--- config.mk ---
export PLATFORM = sky130hd
export DESIGN_NAME = dot_dispatch
export DESIGN_NICKNAME = d
export VERILOG_FILES = /design/src/rtl/dot_dispatch.sv
export SDC_FILE = /design/constraint.sdc
export NUM_CORES = 1
export LEC_CHECK = 0
export CAP_MARGIN = 20
export CELL_PAD_IN_SITES_DETAIL_PLACEMENT = 0
export CELL_PAD_IN_SITES_GLOBAL_PLACEMENT = 1
export CORE_MARGIN = 3
export CORE_UTILIZATION = 42
export DETAILED_ROUTE_END_ITERATION = 12
export PLACE_DENSITY_LB_ADDON = 0.08
export REMOVE_ABC_BUFFERS = 1
export SETUP_SLACK_MARGIN = 0.15
export SYNTH_ARGS = -nofsm -noshare
export SYNTH_HDL_FRONTEND = slang
export SYNTH_SLANG_ARGS = --single-unit
--- constraint.sdc ---
create_clock -name clk -period 2.25 [get_ports clk]
set_input_delay 0.45 -clock clk [delete_from_list [all_inputs] [get_ports clk]]
set_output_delay 0.45 -clock clk [all_outputs]
set_load 0.05 [all_outputs]
--- src/rtl/dot_dispatch.sv ---
// Tile scheduler for the iterative dot-product engine: loads an A/B tile from a byte stream,
// issues every (row, col) pair to the engine, captures each result and streams the result tile out.
module dot_dispatch #(
  parameter int N       = 32,
  parameter int R       = 2,
  parameter int C       = 2,
  parameter int TIMEOUT = 64
) (
  input  logic                clk,
  input  logic                rst,
  input  logic                s_valid,
  input  logic [7:0]          s_data,
  output logic                s_ready,
  output logic [N-1:0][7:0]   dp_row,
  output logic [N-1:0][7:0]   dp_col,
  output logic                dp_valid,
  input  logic                dp_res_valid,
  input  logic [7:0]          dp_res,
  output logic                m_valid,
  output logic [7:0]          m_data,
  output logic                m_last,
  input  logic                m_ready,
  output logic                busy,
  output logic                err
);

  localparam int V  = R + C;
  localparam int NW = (N > 1) ? $clog2(N) : 1;
  localparam int VW = (V > 1) ? $clog2(V) : 1;
  localparam int IW = (R > 1) ? $clog2(R) : 1;
  localparam int JW = (C > 1) ? $clog2(C) : 1;
  localparam int RW = (R * C > 1) ? $clog2(R * C) : 1;
  localparam int TW = (TIMEOUT > 1) ? $clog2(TIMEOUT) : 1;

  typedef enum logic [1:0] {LOAD, ISSUE, WAIT, DRAIN} state_t;

  state_t          state;
  logic [NW-1:0]   elem_cnt;
  logic [VW-1:0]   vec_cnt;
  logic [IW-1:0]   i_idx;
  logic [JW-1:0]   j_idx;
  logic [RW-1:0]   out_idx;
  logic [TW-1:0]   tmo_cnt;

  logic [N-1:0][7:0] a_tile [R];
  logic [N-1:0][7:0] b_tile [C];
  logic [7:0]        res_buf [R*C];

  logic          load_en;
  logic          load_last;
  logic          capture;
  logic          last_pair;
  logic          pair_active;
  logic [RW-1:0] res_idx;

  assign load_en     = (state == LOAD) && s_valid;
  assign load_last   = load_en && (elem_cnt == NW'(N - 1)) && (vec_cnt == VW'(V - 1));
  // A missing result after TIMEOUT wait cycles still advances the schedule.
  assign capture     = (state == WAIT) && (dp_res_valid || (tmo_cnt == TW'(TIMEOUT - 1)));
  assign last_pair   = (i_idx == IW'(R - 1)) && (j_idx == JW'(C - 1));
  assign res_idx     = RW'(i_idx) * RW'(C) + RW'(j_idx);
  assign pair_active = (state == ISSUE) || (state == WAIT);

  // Tile and result storage carry no reset; their contents are rewritten before use.
  always_ff @(posedge clk) begin
    if (load_en) begin
      for (int k = 0; k < R; k++)
        if (vec_cnt == VW'(k)) a_tile[k][elem_cnt] <= s_data;
      for (int k = 0; k < C; k++)
        if (vec_cnt == VW'(R + k)) b_tile[k][elem_cnt] <= s_data;
    end
    if (capture)
      res_buf[res_idx] <= dp_res_valid ? dp_res : 8'h00;
  end

  always_ff @(posedge clk) begin
    if (rst) begin
      state    <= LOAD;
      elem_cnt <= '0;
      vec_cnt  <= '0;
      i_idx    <= '0;
      j_idx    <= '0;
      out_idx  <= '0;
      tmo_cnt  <= '0;
      err      <= 1'b0;
    end else begin
      case (state)
        LOAD: begin
          if (load_en) begin
            if (elem_cnt == NW'(N - 1)) begin
              elem_cnt <= '0;
              vec_cnt  <= vec_cnt + VW'(1);
            end else begin
              elem_cnt <= elem_cnt + NW'(1);
            end
            if (load_last) begin
              vec_cnt <= '0;
              i_idx   <= '0;
              j_idx   <= '0;
              state   <= ISSUE;
            end
          end
        end
        ISSUE: begin
          tmo_cnt <= '0;
          state   <= WAIT;
        end
        WAIT: begin
          if (capture) begin
            if (!dp_res_valid) err <= 1'b1;
            if (j_idx == JW'(C - 1)) begin
              j_idx <= '0;
              i_idx <= i_idx + IW'(1);
            end else begin
              j_idx <= j_idx + JW'(1);
            end
            if (last_pair) begin
              out_idx <= '0;
              state   <= DRAIN;
            end else begin
              state <= ISSUE;
            end
          end else begin
            tmo_cnt <= tmo_cnt + TW'(1);
          end
        end
        DRAIN: begin
          if (m_ready) begin
            if (out_idx == RW'(R * C - 1)) begin
              elem_cnt <= '0;
              vec_cnt  <= '0;
              state    <= LOAD;
            end else begin
              out_idx <= out_idx + RW'(1);
            end
          end
        end
        default: state <= LOAD;
      endcase
    end
  end

  // Outputs decode registered state; operands stay put from issue until capture.
  assign s_ready  = (state == LOAD);
  assign busy     = !((state == LOAD) && (elem_cnt == '0) && (vec_cnt == '0));
  assign dp_valid = (state == ISSUE);
  assign dp_row   = pair_active ? a_tile[i_idx] : '0;
  assign dp_col   = pair_active ? b_tile[j_idx] : '0;
  assign m_valid  = (state == DRAIN);
  assign m_data   = m_valid ? res_buf[out_idx] : 8'h00;
  assign m_last   = m_valid && (out_idx == RW'(R * C - 1));

endmodule

==> impl_metrics.tcl <==
set metrics [dict create \
    p_sw_w 0.0203 \
    h-tree-depth 3 \
    clk_pin_slew_ns 0.06 \
    p_int_w 0.0447 \
    regArea_um2 32200 \
    dpl-instance-area_um2 58500 \
    layout-area-overhead-vs-synth_pct 52.5 \
    postSynthAreaPerCell_um2 16.7 \
    tightest_slew_ns 0.714 \
    grt_use_total 0.228 \
    grtUsageMet3 0.0465 \
    multi_input_area_um2 12200 \
    period_share 1.24 \
    crit_path_start_kind "flip-flop" \
    violations "negative setup slack" \
    synth_top_cell_by_area "edfxtp_1" \
    place.gp.congestion 0.807 \
    nets 3617 \
    outcome "finished with violations" \
    busiest_layer "met2" \
    ys_types 51 \
    coreArea_um2 101000 \
    synth_edf_count 1056 \
    critPathArrivalTime_ns 2.35 \
    wl_um 126000 \
    clk_latency_ns 0.68 \
    cts_tree "built" \
    wire_per_inst_um 25.0 \
    max_slew_margin 0.511 \
    final.setup.worst_slack_ns -0.548 \
    grt_util_met2 0.400 \
    ctsHoldBuffers 0 \
    fillers 6932 \
    preCtsSetupSlack_ns -0.00196 \
    finClkSkew_ns 0.0262 \
    cap_violations 0 \
    hold_class "in -> reg" \
    rsz0062_at_grt "yes" \
    antenna_found_initial 2 \
    die_w_um 326 \
    syn_area_um2 43000 \
    hold_viol 0 \
    grt_max_degree 85 \
    seqPwrFrac 0.342 \
    synth_ff_type "edfxtp_1" \
    grt_pass1_wl_um 178000 \
    crit_type "reg -> out" \
    drv_slew 0 \
    drive_gt1_frac 0.419 \
    grt_pass1_vias 26500 \
    clkSinkCount 1080 \
    setup_viol 524 \
    crit_fanout 9 \
    place.detailed.hpwl_um 81300 \
    grt_use_met1 0.288 \
    io_buffers 546 \
    async_flop_share 0 \
    cts-root-buf "clkbuf_16" \
    io_pins 547 \
    synth_seq_cells 1080 \
    overflow 0 \
    die_area_um2 106000 \
    start_util 0.426 \
    holdWs_ns 0.0653 \
    p_sw_frac 0.312 \
    stdcell_area_um2 65600 \
    p_leak_nw 21.8 \
    comb_power_share 0.384 \
    clockPowerShare 0.274 \
    synth_top_area_share 0.737 \
    fin_cells 5032 \
    cp-end-kind "output pin" \
    numCtsBuffers 110 \
    dp_cells 4763 \
    synth_top_cells_by_area "edfxtp_1 74%, mux2i_1 12%, nor2b_1 7.6%, nor2_1 1.2%, dfxtp_1 1.1%" \
    num_vias 25400 \
    num_rows 116 \
    post-route-min-period_ns 2.80 \
    cts_buffer_depth 3 \
    max_clock_freq_ghz 0.357 \
    syn_inst 2579 \
    power_density_nw_per_um2 991 \
    drtPass1Iterations 5 \
    yosysSeqAreaShare 0.748 \
    ir_worst_vdd_mv 0.606 \
    die_y_um 326 \
    drc 0 \
    utilization 0.650 \
    worst_ep_required_time_ns 1.80 \
    drtIter0Drc 1823 \
    yosys_warnings 0 \
    postRouteAntennaNets 0 \
    vias_per_cell 5.05 \
]
state kept, by name (all words and copies together) (netlist names), named ones only:
name and cells:
a_tile 512, b_tile 512, res_buf 32, tmo_cnt 6
elem_cnt 5, out_idx 2, state 2, vec_cnt 2
err 1, i_idx 1, j_idx 1
cells by family after synthesis:
group                    count (synthesis)  synth area share
multiplexers                           521             0.124
AO/OA/AOI/OAI                           40           0.00634
adder cells (fa/ha/maj)                 16           0.00465
buffers and inverters                  152            0.0156
flip-flops                            1080             0.748
XOR/XNOR                                 1          0.000204
AND/OR/NAND/NOR                        769             0.101
through the flow:
stage          power [W]   TNS, ns
2_1_floorplan     0.0289  -4580.19
3_3_place_gp      0.0446         0
3_5_place_dp      0.0447  -0.00956
4_1_cts           0.0643   -258.79
5_1_grt           0.0669   -284.37
6_report          0.0650   -232.29
synth_stat cells (3+ instances only):
cell,count
ha_1,16
nor2_1,140
edfxtp_1,1056
inv_1,9
o21ai_0,7
nor2b_1,521
mux4_2,8
a21oi_1,10
buf_2,54
and2_1,20
nand3_1,29
clkbuf_8,3
dfxtp_1,24
nand2b_1,4
nor3_1,6
mux2i_1,513
nand2_1,34
clkbuf_1,82
power by group through the flow:
| stage | registers (W) | clock network (W) | logic [W] |
|---|---|---|---|
| 2_1_floorplan | 0.0227 | 0 | 0.00618 |
| 3_3_place_gp | 0.0227 | 0 | 0.0219 |
| 3_5_place_dp | 0.0227 | 0 | 0.0220 |
| 4_1_cts | 0.0222 | 0.0182 | 0.0238 |
| 5_1_grt | 0.0222 | 0.0190 | 0.0256 |
| 6_report | 0.0223 | 0.0178 | 0.0249 |
routing by layer:
layer / part of all wire / vias to the layer above
li1: - / 11500
met3: 0.059 / 174
met4: 0.027 / 2
met5: 0.00010 / -
met2: 0.52 / 829
met1: 0.40 / 12900
timing repair:
action / in CTS / in global routing
gates resized for setup: 364 / 260
endpoints found under the setup margin: 614 / 694
gates cloned: 18 / 14
setup buffers: 20 / 10
pin swaps: 1 / 3
layout by cell type (no fill, tap or decap), types with 6 or more instances in the layout:
cell,n
mux4_2,8
bufbuf_16,7
and2_1,18
nor2b_1,239
nor3_1,6
bufinv_16,10
buf_16,26
mux2i_1,467
dfxtp_1,19
clkbuf_16,124
buf_4,368
clkbuf_1,19
mux2i_2,30
mux2i_4,16
buf_6,40
clkinv_1,24
buf_12,563
nor2_1,140
o21ai_0,7
nand3_1,29
ha_1,14
nor2b_4,196
a21oi_1,10
clkinvlp_4,13
inv_1,7
nand2_1,30
edfxtp_1,1056
nor2b_2,86
clkinv_2,18
clkdlybuf4s50_1,13
worst paths after layout:
kind / slack [ns] / to / cells past startpoint / from
worst min register to register: 0.50 / vec_cnt[1]$_SDFFE_PP0P_ / 2 / vec_cnt[1]$_SDFFE_PP0P_
worst max register to register: 0.12 / a_tile[0][145]$_DFFE_PP_ / 6 / elem_cnt[0]$_SDFFE_PP0P_
worst max-delay path: -0.55 / dp_col[105] / 9 / state[1]$_SDFFE_PP0P_
worst min-delay path: 0.07 / b_tile[1][73]$_DFFE_PP_ / 1 / s_data[1]
critical path: stages (launching register included):
cell and delay [ns]:
dfxtp_2 0.34, inv_2 0.05, ha_4 0.30, buf_12 0.12, buf_12 0.18, buf_12 0.12
buf_16 0.10, nor2b_1 0.15, buf_4 0.16, buf_12 0.13
layout make-up:
type	instances	share of cell area
Sequential cell	1080	0.491
Clock buffer	135	0.0446
Tap cell	1357	0.0259
Clock inverter	71	0.00973
Multi-Input combinational cell	1347	0.186
Timing Repair Buffer	1032	0.242
Antenna cell	1	0.0000381
Inverter	9	0.000515
No activity file was read; power rests on OpenSTA's default activity.
